## src/rtl/ov7670_capture_writer.sv

```systemverilog
// ov7670_capture_writer
//   Camera-side writer for the frame buffer. Samples the OV7670 parallel
//   byte stream (VSYNC/HREF/D), pairs bytes into RGB565 pixels, reduces them
//   to RGB444 and issues one write per stored pixel at linear address
//   y*H_ACTIVE+x.
//
//   Optional feature macro: CAPTURE_DECIMATE_EN
//     Defined     : sensor delivers VGA; only even pixels of even lines are
//                   stored. Raw pixel/line counters track the full stream.
//     Not defined : every pixel and line is stored directly (QVGA sensor).
//
//   Handshake: the write side is a plain strobe with no back-pressure.
//   wr_addr/wr_data are meaningful only in a cycle where wr_en=1, and
//   frame_done/frame_err are single-cycle pulses. These pulses never coincide
//   with each other, and each frame produces at most one of them.
//
//   dbg_state_o exposes the FSM state (0 WAIT_FRAME, 1 LINE_IDLE, 2 BYTE_LO,
//   3 BYTE_HI) so checkers can bind to it.
module ov7670_capture_writer #(
  parameter int H_ACTIVE = 320,
  parameter int V_ACTIVE = 240,
  parameter int ADDR_W   = 17
) (
  input  logic              clk,
  input  logic              rst_n,
  input  logic              cam_vsync,
  input  logic              cam_href,
  input  logic [7:0]        cam_data,
  output logic              wr_en,
  output logic [ADDR_W-1:0] wr_addr,
  output logic [11:0]       wr_data,
  output logic              frame_done,
  output logic              frame_err,
  output logic [1:0]        dbg_state_o
);

  // Counters are sized for the raw (2x) extent so one width serves both
  // builds. The stored counters saturate at H_ACTIVE/V_ACTIVE.
  localparam int XW = $clog2(2 * H_ACTIVE + 1);
  localparam int YW = $clog2(2 * V_ACTIVE + 1);

  localparam logic [XW-1:0]     H_X = XW'(H_ACTIVE);
  localparam logic [YW-1:0]     V_Y = YW'(V_ACTIVE);
  localparam logic [ADDR_W-1:0] H_A = ADDR_W'(H_ACTIVE);
`ifdef CAPTURE_DECIMATE_EN
  localparam logic [XW-1:0]     H2_X = XW'(2 * H_ACTIVE);
  localparam logic [YW-1:0]     V2_Y = YW'(2 * V_ACTIVE);
`endif

  typedef enum logic [1:0] {
    WAIT_FRAME = 2'd0,
    LINE_IDLE  = 2'd1,
    BYTE_LO    = 2'd2,
    BYTE_HI    = 2'd3
  } state_t;

  state_t            state_q, state_d;
  logic              vsync_q, href_q;
  // Only the high-byte bits that survive the RGB565->RGB444 reduction are
  // kept: R[4:1] is byte[7:4] and G[5:3] is byte[2:0].
  logic [6:0]        hi_q, hi_d;
  logic [XW-1:0]     x_q, x_d;
  logic [YW-1:0]     y_q, y_d;
  // Running row base y*H_ACTIVE. This replaces a multiplier in the address path.
  logic [ADDR_W-1:0] base_q, base_d;
  logic              wr_en_q, wr_en_d;
  logic [ADDR_W-1:0] wr_addr_q, wr_addr_d;
  logic [11:0]       wr_data_q, wr_data_d;
  logic              done_q, done_d;
  logic              err_q, err_d;
`ifdef CAPTURE_DECIMATE_EN
  logic [XW-1:0]     xr_q, xr_d;
  logic [YW-1:0]     yr_q, yr_d;
`endif

  logic vsync_fall, href_fall;
  logic take_pixel, line_end, frame_chk;

  assign vsync_fall = !cam_vsync && vsync_q;
  assign href_fall  = !cam_href  && href_q;

  // FSM next state plus the pixel, line-end and frame-end bookkeeping.
  always_comb begin
    state_d    = state_q;
    hi_d       = hi_q;
    x_d        = x_q;
    y_d        = y_q;
    base_d     = base_q;
    wr_en_d    = 1'b0;
    wr_addr_d  = wr_addr_q;
    wr_data_d  = wr_data_q;
    done_d     = 1'b0;
    err_d      = 1'b0;
    take_pixel = 1'b0;
    line_end   = 1'b0;
    frame_chk  = 1'b0;
`ifdef CAPTURE_DECIMATE_EN
    xr_d       = xr_q;
    yr_d       = yr_q;
`endif

    case (state_q)
      WAIT_FRAME: begin
        // Data is ignored until a clean frame start, so a frame already
        // running when reset is released is never stored partially.
        if (vsync_fall) begin
          x_d     = '0;
          y_d     = '0;
          base_d  = '0;
`ifdef CAPTURE_DECIMATE_EN
          xr_d    = '0;
          yr_d    = '0;
`endif
          state_d = LINE_IDLE;
        end
      end
      LINE_IDLE: begin
        if (cam_vsync) begin
          // VSYNC together with HREF means the sensor cut a line short.
          if (cam_href) err_d = 1'b1;
          else          frame_chk = 1'b1;
          state_d = WAIT_FRAME;
        end else if (cam_href) begin
          hi_d    = {cam_data[7:4], cam_data[2:0]};
          state_d = BYTE_LO;
        end
      end
      BYTE_LO: begin
        if (cam_vsync && cam_href) begin
          // The half-formed pixel is dropped along with the frame.
          err_d   = 1'b1;
          state_d = WAIT_FRAME;
        end else if (cam_href) begin
          take_pixel = 1'b1;
          state_d    = BYTE_HI;
        end else if (href_fall) begin
          // The line ended after a lone high byte. That byte is discarded.
          line_end = 1'b1;
          state_d  = LINE_IDLE;
        end
      end
      BYTE_HI: begin
        if (cam_vsync && cam_href) begin
          err_d   = 1'b1;
          state_d = WAIT_FRAME;
        end else if (cam_href) begin
          hi_d    = {cam_data[7:4], cam_data[2:0]};
          state_d = BYTE_LO;
        end else if (href_fall) begin
          line_end = 1'b1;
          state_d  = LINE_IDLE;
        end
      end
      default: state_d = WAIT_FRAME;
    endcase

    if (take_pixel) begin
`ifdef CAPTURE_DECIMATE_EN
      if (!xr_q[0] && !yr_q[0]) begin
        if (x_q < H_X && y_q < V_Y) begin
          wr_en_d   = 1'b1;
          wr_addr_d = base_q + ADDR_W'(x_q);
          wr_data_d = {hi_q[6:3], hi_q[2:0], cam_data[7], cam_data[4:1]};
        end
        if (x_q < H_X) x_d = x_q + XW'(1);
      end
      if (xr_q < H2_X) xr_d = xr_q + XW'(1);
`else
      if (x_q < H_X && y_q < V_Y) begin
        wr_en_d   = 1'b1;
        wr_addr_d = base_q + ADDR_W'(x_q);
        wr_data_d = {hi_q[6:3], hi_q[2:0], cam_data[7], cam_data[4:1]};
      end
      if (x_q < H_X) x_d = x_q + XW'(1);
`endif
    end

    if (line_end) begin
`ifdef CAPTURE_DECIMATE_EN
      // Raw lines always advance. A stored line advances only when it came
      // from an even raw line that actually held a pixel.
      if (xr_q != '0) begin
        if (!yr_q[0] && x_q != '0 && y_q < V_Y) begin
          y_d    = y_q + YW'(1);
          base_d = base_q + H_A;
        end
        if (yr_q < V2_Y) yr_d = yr_q + YW'(1);
      end
      xr_d = '0;
      x_d  = '0;
`else
      // Lines without a complete pixel do not count.
      if (x_q != '0) begin
        if (y_q < V_Y) begin
          y_d    = y_q + YW'(1);
          base_d = base_q + H_A;
        end
      end
      x_d = '0;
`endif
    end

    if (frame_chk) begin
`ifdef CAPTURE_DECIMATE_EN
      if (yr_q == V2_Y) done_d = 1'b1;
      else              err_d  = 1'b1;
`else
      if (y_q == V_Y) done_d = 1'b1;
      else            err_d  = 1'b1;
`endif
    end
  end

  // State register, input edge samplers and the registered write port.
  always_ff @(posedge clk) begin
    if (!rst_n) begin
      state_q   <= WAIT_FRAME;
      vsync_q   <= 1'b0;
      href_q    <= 1'b0;
      hi_q      <= '0;
      x_q       <= '0;
      y_q       <= '0;
      base_q    <= '0;
      wr_en_q   <= 1'b0;
      wr_addr_q <= '0;
      wr_data_q <= '0;
      done_q    <= 1'b0;
      err_q     <= 1'b0;
`ifdef CAPTURE_DECIMATE_EN
      xr_q      <= '0;
      yr_q      <= '0;
`endif
    end else begin
      state_q   <= state_d;
      vsync_q   <= cam_vsync;
      href_q    <= cam_href;
      hi_q      <= hi_d;
      x_q       <= x_d;
      y_q       <= y_d;
      base_q    <= base_d;
      wr_en_q   <= wr_en_d;
      wr_addr_q <= wr_addr_d;
      wr_data_q <= wr_data_d;
      done_q    <= done_d;
      err_q     <= err_d;
`ifdef CAPTURE_DECIMATE_EN
      xr_q      <= xr_d;
      yr_q      <= yr_d;
`endif
    end
  end

  assign wr_en       = wr_en_q;
  assign wr_addr     = wr_addr_q;
  assign wr_data     = wr_data_q;
  assign frame_done  = done_q;
  assign frame_err   = err_q;
  assign dbg_state_o = state_q;

endmodule

```

## config.mk

```make
export PLATFORM = sky130hd
export DESIGN_NAME = ov7670_capture_writer
export DESIGN_NICKNAME = d
export VERILOG_FILES = /design/src/rtl/ov7670_capture_writer.sv
export SDC_FILE = /design/constraint.sdc
export NUM_CORES = 1
export LEC_CHECK = 0
export BUFFER_PORTS_ARGS = -buffer_cell sky130_fd_sc_hd__buf_2
export CAP_MARGIN = 25
export CELL_PAD_IN_SITES_DETAIL_PLACEMENT = 0
export CELL_PAD_IN_SITES_GLOBAL_PLACEMENT = 1
export CORE_AREA = 4 4 131 133
export DETAILED_ROUTE_END_ITERATION = 16
export DIE_AREA = 0 0 135 137
export GPL_TIMING_DRIVEN = 0
export PLACE_DENSITY = 0.49
export SETUP_SLACK_MARGIN = 0.15
export SLEW_MARGIN = 5
export SYNTH_ARGS = -nofsm -noshare
export SYNTH_HDL_FRONTEND = slang
export SYNTH_SLANG_ARGS = --single-unit
export TNS_END_PERCENT = 1
```

## constraint.sdc

```tcl
create_clock -name clk -period 2.4 [get_ports clk]
set_input_delay 0.48 -clock clk [delete_from_list [all_inputs] [get_ports clk]]
set_output_delay 0.48 -clock clk [all_outputs]
set_load 0.01 [all_outputs]
```

==> results by group <==
Status
  • Outcome: finished, final reports clean

Clock network
  • CTS tree: built
  • Clk sinks: between 70 and 80
  • Clock Path Buffers: 2
  • Clock Root Buffer: clkbuf_16
  • Clk slew on worst S/H paths: 0.07 ns
  • Htree depth: 3
  • CTS buffer count: 9
  • Latest clock arrival within the worst-skew pair: 0.34 ns

Floorplan
  • Die area: approximately 0.018 sq mm
  • Total core area: ~0.016 sq mm
  • Std-Cell Rows: 46
  • Die span in x: 135 microns
  • Vert. Die Dim: between 100 and 150 microns
  • Starting Density: between 20 and 25%
  • I/O pin total: 46

Timing
  • Slew Limit Fails: 0
  • Sum Neg Setup Slack: 0 ns
  • Final setup margin: between 0.15 and 0.2 ns
  • Max transition margin: 53.4%
  • Final setup fails: 0
  • Peak Freq: 446 MHz
  • Crit share post-route: between 90 and 100%
  • Worst Max-Slew Pin Slew: between 0.6 and 0.7 ns
  • Post-route minimum period: 2.24 ns
  • Max Clock Skew: 0.00823 ns
  • Final hold slack: about 0.38 ns
  • Fin. Hold Viols: 0
  • RSZ-0062 raised after global routing: true

Global route
  • Global-route wire length before repair: 17100 microns
  • All-Layer GR Usage: between 10% and 20%
  • GRT overflow: 0
  • Initial antenna violation count: 0
  • Vias in the first global route: slightly above 3000
  • Largest net degree at the start of global routing: 16

Logic synthesis
  • Post-synthesis sequential area ratio: a little over two fifths
  • Netlist cell types: 50
  • Syn Inst Count: approximately 440
  • Netlist Area Pre-Place: about 0.0036 sq mm
  • Yosys reg bits: slightly below 80
  • Warnings from Yosys: 0
  • Post-Syn Nets: ~470
  • Synthesized area per cell: ~8 sq um

Pwr
  • Pwr/cell area: between 600 and 700 mW/mm^2
  • Worst IR Drop VDD: approximately 0.35 mV
  • Leak pwr: around 1.8 nW

Detailed routing
  • Final wirelength: 10900 microns
  • Drt via density: ~4.5
  • DRC viols: 0
  • Initial DRC Count: around 180
  • Vias: between 3000 and 4000
  • First-pass iteration count of the detailed router: 4
  • Number of routed nets with antenna violations: 0
  • WL per Instance: 15.0 microns

Place
  • Placed Cells: slightly above 700
  • Port Buffers: 45
  • Post-DP HPWL: approximately 8000 microns
  • Final Wtd Congestion: ~0.8
  • Post-place setup slack: -0.262 ns

Cells and area
  • Final std cells w/o fill: just over 700
  • Ant diodes: 0
  • Fin util: around 29%
  • Area Growth Syn to Fin: 26.3%
  • Share of cells above drive strength 1: a little over 20%
  • Final net count: between 500 and 600

Critical path
  • CP Max Fanout: 7
  • CP Capture Type: flip-flop
  • Critical Path AT: 2.47 ns
  • CP Class: reg2reg
  • WP data required: around 2.6 ns
  • Worst Setup Start Kind: flip-flop

Worst hold path
  • Hold crit path type: in2reg

Flow run
  • Max-cap viol count: 0
## area by class of cell
| class | count | area, sq um |
|---|---|---|
| plain buffers | 23 | 123 |
| clock buffers | 9 | 225 |
| clock inverters | 7 | 103 |
| fillers | 1725 | 11200 |
| inverters | 10 | 37.5 |
| multi-input cells | 331 | 1980 |
| flip-flops and latches | 79 | 1590 |
| well taps | 216 | 270 |
| repair buffers | 52 | 278 |
## critical path, cell delays in order, from the launching register on
cell and delay, ns:
dfxtp_2 0.33, buf_6 0.11, or3b_4 0.38, or4b_4 0.49, buf_6 0.15, or4_1 0.49
and4_1 0.19
## power breakdown
group	internal [mW]	switching, mW	total [mW]
Combinational	0.0191	0.0554	0.0746
Clock	0.926	0.604	1.53
Sequential	1.31	0.00246	1.32
Total	2.26	0.661	2.92
## synth_stat cells, drive strengths merged
cell	number	area [sq um]
dfxtp	79	1580
nand2	67	251
a21oi	50	250
nor2	41	154
o21ai	24	120
nand3	21	105
clkbuf	19	71.3
ha	15	188
xor2	15	131
and3	13	81.3
nand4	10	62.6
inv	9	33.8
xnor2	8	70.1
a211oi	6	45.0
nor3	6	35.0
and4	5	43.8
or2	5	31.3
buf	4	21.3
nand2b	4	25.0
or3	4	25.0
a21o	3	22.5
and2	3	18.8
o21bai	3	22.5
or4b	3	30.0
mux2	2	22.5
mux2i	2	20.0
nor2b	2	12.5
o2111ai	2	17.5
o21a	2	15.0
or4	2	15.0
a21boi	1	7.51
a31o	1	8.76
a31oi	1	6.26
a41oi	1	8.76
and3b	1	8.76
clkinv	1	3.75
fa	1	20.0
nand4b	1	8.76
nor4b	1	8.76
o2111a	1	11.3
o211ai	1	7.51
o31a	1	8.76
o31ai	1	7.51
or3b	1	8.76
## registers in the layout, summed over array words and instances (netlist names)
| register | cells |
|---|---|
| base_q | 17 |
| wr_addr | 17 |
| wr_data | 12 |
| x_q | 10 |
| y_q | 9 |
| hi_q | 7 |
| dbg_state_o | 2 |
| frame_done | 1 |
| frame_err | 1 |
| href_q | 1 |
| vsync_q | 1 |
| wr_en | 1 |
## layer usage
layer  global-route usage (%)  vias up  wire length [microns]
li1                         -     1672                      -
met1                     17.1     1525                   5660
met2                     18.1       55                   4650
met3                     3.49        8                    498
met4                     2.80        0                     99
met5                        0        -                      0
## through the flow
stage / cell area, sq um / total power [mW]
after floorplan: 3650 / 1.38
after global placement: 4150 / 1.42
after detailed placement: 4150 / 1.42
after CTS: 4550 / 2.98
after global routing: 4610 / 3.04
final: 4610 / 2.92
## kinds of logic (layout without fill, tap and decap cells)
logic type | after synthesis | in the layout | synth area share, %
adder cells (fa/ha/maj) | 16 | 16 | 5.69
XOR/XNOR | 23 | 23 | 5.52
flip-flops | 79 | 79 | 43.3
multiplexers | 4 | 4 | 1.17
AND/OR/NAND/NOR | 190 | 190 | 25.4
AO/OA/AOI/OAI | 98 | 98 | 15.3
buffers and inverters | 33 | 101 | 3.57
## what timing repair did
action	4_1_cts	5_1_grt
gates cloned	0	0
hold buffers	0	0
setup endpoints to repair	43	39
setup buffers	4	3
pin swaps	4	3
gates resized for setup	20	15
## path summary, 6_finish.rpt
| kind | from | to | slack, ns | cells past startpoint |
|---|---|---|---|---|
| min | cam_data[3] | wr_data[2] | 0.38 | 3 |
| max reg2reg | dbg_state_o[1] | wr_addr[15] | 0.16 | 6 |
| max | dbg_state_o[1] | wr_addr[15] | 0.16 | 6 |
| min reg2reg | hi_q[5] | wr_data[10] | 0.45 | 2 |
## placed cells by master, fill, tap and decap left out, types with 8 or more instances in the layout
| cell type | instances |
|---|---|
| clkbuf_1 | 12 |
| xnor2_1 | 8 |
| a21oi_1 | 46 |
| ha_1 | 14 |
| and3_1 | 13 |
| buf_2 | 46 |
| xor2_1 | 15 |
| nand2_1 | 66 |
| o21ai_0 | 19 |
| dfxtp_1 | 76 |
| clkbuf_16 | 9 |
| nand4_1 | 10 |
| inv_1 | 9 |
| nand3_1 | 21 |
| nor2_1 | 41 |
Note: power is estimated with default switching activity, not from simulation.
